**config.mk**
```make
export PLATFORM = sky130hd
export DESIGN_NAME = regfile_bypass_flat
export DESIGN_NICKNAME = d
export VERILOG_FILES = /design/src/rtl/regfile_bypass_if.sv /design/src/rtl/regfile_bypass.sv /design/src/flat_wrapper.sv
export SDC_FILE = /design/constraint.sdc
export NUM_CORES = 2
export LEC_CHECK = 0
export ABC_CLOCK_PERIOD_IN_PS = 45200
export CAP_MARGIN = 20
export CORE_ASPECT_RATIO = 0.7
export CORE_UTILIZATION = 35
export CTS_BUF_LIST = sky130_fd_sc_hd__clkbuf_8
export CTS_CLUSTER_DIAMETER = 30
export DETAILED_ROUTE_END_ITERATION = 12
export HOLD_SLACK_MARGIN = 0.12
export PLACE_DENSITY = 0.49
export SYNTH_ARGS = -nofsm -noshare
export SYNTH_HDL_FRONTEND = slang
export SYNTH_SLANG_ARGS = --single-unit
```
**constraint.sdc**
```tcl
create_clock -name Clock -period 45.2 [get_ports Clock]
set_input_delay 4.52 -clock Clock [delete_from_list [all_inputs] [get_ports Clock]]
set_output_delay 4.52 -clock Clock [all_outputs]
set_load 0.01 [all_outputs]
```
**src/rtl/regfile_bypass_if.sv**
```systemverilog
// Decode/writeback-side signal bundle for regfile_bypass: two read ports,
// one byte-enabled write port, the reservation strobe and busy flags.
interface regfile_bypass_if #(
  parameter int unsigned DW = 32,
  parameter int unsigned AW = 5
);
  logic [AW-1:0]   Rn1;
  logic [AW-1:0]   Rn2;
  logic [DW-1:0]   A;
  logic [DW-1:0]   B;
  logic [AW-1:0]   Wn;
  logic            Write;
  logic [DW-1:0]   Wd;
  logic [DW/8-1:0] Wbe;
  logic            Rsv;
  logic [AW-1:0]   Rsvn;
  logic            Busy1;
  logic            Busy2;

  modport master (
    output Rn1, Rn2, Wn, Write, Wd, Wbe, Rsv, Rsvn,
    input  A, B, Busy1, Busy2
  );

  modport slave (
    input  Rn1, Rn2, Wn, Write, Wd, Wbe, Rsv, Rsvn,
    output A, B, Busy1, Busy2
  );
endinterface

```
**src/rtl/regfile_bypass.sv**
```systemverilog
// Two-read/one-write register file with byte-enabled writes, optional
// hardwired zero register, same-cycle write forwarding and a busy scoreboard.
module regfile_bypass #(
  parameter int unsigned DW       = 32,
  parameter int unsigned AW       = 5,
  parameter int unsigned ZERO_REG = 1,
  parameter int unsigned BYPASS   = 1
) (
  input  logic          Clock,
  input  logic          Reset,
  regfile_bypass_if.slave rf
);
  localparam int unsigned DEPTH = 1 << AW;
  localparam int unsigned NB    = DW / 8;

  logic [DW-1:0]    regs_q [DEPTH];
  logic [DEPTH-1:0] busy_q;
  logic [DEPTH-1:0] busy_d;
  logic             wr_en;
  logic             rsv_en;

  function automatic logic [DW-1:0] merge_bytes(input logic [DW-1:0] old_v,
                                                input logic [DW-1:0] new_v,
                                                input logic [NB-1:0] be);
    logic [DW-1:0] r;
    r = old_v;
    for (int i = 0; i < NB; i++)
      if (be[i]) r[8*i +: 8] = new_v[8*i +: 8];
    return r;
  endfunction

  function automatic logic is_zero(input logic [AW-1:0] a);
    return (ZERO_REG != 0) && (a == '0);
  endfunction

  assign wr_en  = rf.Write && !is_zero(rf.Wn);
  assign rsv_en = rf.Rsv && !is_zero(rf.Rsvn);

  // Reservation is applied after the write clear so a same-register set wins.
  always_comb begin
    busy_d = busy_q;
    if (wr_en)  busy_d[rf.Wn]   = 1'b0;
    if (rsv_en) busy_d[rf.Rsvn] = 1'b1;
  end

  always_ff @(posedge Clock or posedge Reset) begin
    if (Reset) begin
      busy_q <= '0;
      regs_q <= '{default: '0};
    end else begin
      busy_q <= busy_d;
      if (wr_en) regs_q[rf.Wn] <= merge_bytes(regs_q[rf.Wn], rf.Wd, rf.Wbe);
    end
  end

  // Returns {busy, data}; a forwarded port shows the post-edge register state.
  function automatic logic [DW:0] read_port(input logic [AW-1:0] rn);
    logic          hit;
    logic [DW:0]   r;
    hit = (BYPASS != 0) && wr_en && (rf.Wn == rn);
    if (Reset || is_zero(rn))
      r = '0;
    else if (hit)
      r = {busy_d[rn], merge_bytes(regs_q[rn], rf.Wd, rf.Wbe)};
    else
      r = {busy_q[rn], regs_q[rn]};
    return r;
  endfunction

  always_comb begin
    {rf.Busy1, rf.A} = read_port(rf.Rn1);
    {rf.Busy2, rf.B} = read_port(rf.Rn2);
  end
endmodule

```
**src/flat_wrapper.sv**
```systemverilog
// flat-port wrapper written by rule: the top's interface ports become plain ports
module regfile_bypass_flat 
#(
  parameter int unsigned DW       = 32,
  parameter int unsigned AW       = 5,
  parameter int unsigned ZERO_REG = 1,
  parameter int unsigned BYPASS   = 1
)
  (Clock, Reset, rf_Rn1, rf_Rn2, rf_Wn, rf_Write, rf_Wd, rf_Wbe, rf_Rsv, rf_Rsvn, rf_A, rf_B, rf_Busy1, rf_Busy2);
  regfile_bypass_if #(.DW(DW), .AW(AW)) rf_i ();
  input  logic Clock;
  input  logic Reset;
  input wire logic [$bits(rf_i.Rn1)-1:0] rf_Rn1;
  input wire logic [$bits(rf_i.Rn2)-1:0] rf_Rn2;
  input wire logic [$bits(rf_i.Wn)-1:0] rf_Wn;
  input wire logic [$bits(rf_i.Write)-1:0] rf_Write;
  input wire logic [$bits(rf_i.Wd)-1:0] rf_Wd;
  input wire logic [$bits(rf_i.Wbe)-1:0] rf_Wbe;
  input wire logic [$bits(rf_i.Rsv)-1:0] rf_Rsv;
  input wire logic [$bits(rf_i.Rsvn)-1:0] rf_Rsvn;
  output wire logic [$bits(rf_i.A)-1:0] rf_A;
  output wire logic [$bits(rf_i.B)-1:0] rf_B;
  output wire logic [$bits(rf_i.Busy1)-1:0] rf_Busy1;
  output wire logic [$bits(rf_i.Busy2)-1:0] rf_Busy2;
  assign rf_i.Rn1 = rf_Rn1;
  assign rf_i.Rn2 = rf_Rn2;
  assign rf_i.Wn = rf_Wn;
  assign rf_i.Write = rf_Write;
  assign rf_i.Wd = rf_Wd;
  assign rf_i.Wbe = rf_Wbe;
  assign rf_i.Rsv = rf_Rsv;
  assign rf_i.Rsvn = rf_Rsvn;
  assign rf_A = rf_i.A;
  assign rf_B = rf_i.B;
  assign rf_Busy1 = rf_i.Busy1;
  assign rf_Busy2 = rf_i.Busy2;
  regfile_bypass #(.DW(DW), .AW(AW), .ZERO_REG(ZERO_REG), .BYPASS(BYPASS)) u_core (.Clock(Clock), .Reset(Reset), .rf(rf_i));
endmodule
```
==> out/qor.txt <==
TritonCTS clock tree: yes
Worst-path maximum fanout: 51
Routed len/inst: 35.5 um
Distinct cells, synth: 63
Overflow after GRT: 0
DIE WIDTH: 521 um
CTS max path bufs: 4
GP Congestion: 0.826
Area of the multi-input gates: 0.0374 mm2
Fillers: 17400
Leak Pwr: 31.8 nW
Routed wire length: 269000 um
Root buf cell: clkbuf_8
Sequential area share after synthesis: 40.0%
CTS Buf Count: 240
Asr flop ratio synth: 100%
Maxcap violations: 0
Area grow syn2layout: 13.5%
Post-synth EDFFs: 0
Post-synthesis cell count: 5017
CP max-delay cell: buf_4
Status: complete, no violations
Latest clock arrival within the worst-skew pair: 0.99 ns
Max-slew violation count: 0
Via count: 49300
Post-Syn Area per Cell: 13.2 um2
Final period utilization: 31.4%
Layout Skew: 0.0941 ns
Worst Max-Slew Pin Slew: 1.25 ns
Worst setup path class: in -> out
Most used cell, CP: buf_4
H-Tree Depth: 4
RSZ-0062 raised after global routing: no
Critical-path cell list: buf_8 -> buf_4 -> buf_4 -> buf_4 -> mux2i_1 -> a221oi_1 -> nor2_1 -> o211ai_1 -> nand3_1 -> a21oi_1 -> clkdlybuf4s50_1
Worst hold slack: 0.423 ns
Design area: 0.0749 mm2
Largest net degree at the start of global routing: 165
DRT iter0 DRCs: 5690
Layout cells sized above 1: 43.5%
I/O pin total: 126
Synth warnings: 0
Post-DRT Antenna Nets: 0
Port Buffer Count: 125
Mapped Area: 0.0660 mm2
Initial antenna violation count: 9
DRC Markers: 0
Total track usage: 28.1%
Die ar.: 0.190 mm2
Die H: 365 um
Fin crit period: 14.20 ns
Startpoint types: primary input
Final Setup Violations: 0
First-pass DRT Iterations: 5
Reg area: 0.0264 mm2
Global-route wire length before repair: 383000 um
WP data required: 40.68 ns
Final hold vios: 0
HPWL after DPL: 148000 um
P per Cell Area: 43.4 mW/mm2
Worst slew margin: 16.4%
Dpl cell area: 0.0693 mm2
Synth Flop Type: dfrtp_1
Post-CTS Setup Inserts: 0
Layout Nets: 4975
CP Capture Type: output port
Post-synth net total: 5077
VDD IR-drop max: 0.0000252 V
Vias in the first global route: 48500
Slowest stage delay, CP: 0.93 ns
CP arrival: 9.68 ns
Vias per std cell: 6.49
Synth Register Bits: 1056
Clock transition at path regs: 0.05 ns
Layout Utilization: 40.3%
# rows: 132
Hold crit path type: reg -> reg
Setup TNS: 0 ns
# resized after CTS: 0
Clock sink total: 1056
Core area: 0.186 mm2
Starting Density: 35.5%
# hold bufs at CTS: 0
Max Clk Rate: 70.4 MHz
## layer usage
metal	GRT usage, %	routed length, um	vias up
met1	40.3	119000	26400
met3	6.09	23400	527
li1	-	-	19800
met5	0	13	-
met2	41.8	117000	2582
met4	9.27	9390	2
## sequential cells by signal (all words and copies together) (netlist names)
register       count
u_core.regs_q   1024
u_core.busy_q     32
## Yosys cell counts (102+ instances only)
cell	n	area (um2)
mux2i_1	449	4490
nand2_1	102	383
a21oi_1	136	681
a221oi_1	174	1520
mux4_2	544	12300
o21ai_0	106	531
clkbuf_1	425	1600
mux2_2	1089	12300
a22oi_1	251	1880
o211ai_1	120	901
nor2_1	148	556
dfrtp_1	1056	26400
## metrics by stage
| stage | power, mW | instances | setup WS, ns |
|---|---|---|---|
| after floorplan | 1.75 | 5017 | 9.25 |
| after global placement | 1.95 | 7149 | 31.08 |
| after detailed placement | 1.96 | 7152 | 31.09 |
| after CTS | 3.26 | 7587 | 31.07 |
| after global routing | 3.39 | 7588 | 30.74 |
| final | 3.25 | 7589 | 31.00 |
## critical path, delay by kind of cell
family	cells	cell delay, ns
buffers and inverters	5	3.49
AO/OA/AOI/OAI	3	1.12
AND/OR/NAND/NOR	2	0.21
multiplexers	1	0.17
## logic make-up after synthesis
| family | after synthesis | synth area share, % |
|---|---|---|
| XOR/XNOR | 10 | 0.133 |
| multiplexers | 2082 | 43.9 |
| flip-flops | 1056 | 40.0 |
| AO/OA/AOI/OAI | 854 | 9.18 |
| AND/OR/NAND/NOR | 409 | 2.97 |
| buffers and inverters | 606 | 3.77 |
## area by class of cell
type	instances	share of cell area [%]
clock inverter	155	2.36
sequential	1056	35.3
inverter	19	0.110
antenna	2	0.00668
clock buffer	280	5.14
multi-input combinational	3355	50.0
tap	2479	4.14
timing repair buffer	243	3.02
## where the power goes
part	switching (mW)	internal, mW	leakage, nW
logic	0.331	0.368	14.8
clock network	0.504	0.779	2.95
registers	0.159	1.11	14.0
## worst paths after layout
check | to | from | slack [ns] | cells after the start
setup / recovery | rf_A[11] | rf_Rn1[0] | 31.00 | 11
setup reg to reg | u_core.regs_q[707] | u_core.regs_q[131] | 42.76 | 5
min in group asynchronous | u_core.busy_q[22] | Reset | 3.99 | 2
hold / removal | u_core.regs_q[1023] | u_core.regs_q[1023] | 0.42 | 0
hold reg to reg | u_core.regs_q[1023] | u_core.regs_q[1023] | 0.42 | 0
max in group asynchronous | u_core.regs_q[240] | Reset | 37.78 | 6
## placed cells by master, fill, tap and decap left out, types with 114 or more instances in the layout
master    instances
a21oi_1         136
a221oi_1        174
a22oi_1         251
buf_4           114
clkbuf_8        282
dfrtp_1        1056
mux2_2         1089
mux2i_1         449
mux4_2          544
nor2_1          131
o211ai_1        120
(Power assumes the default switching activity.)
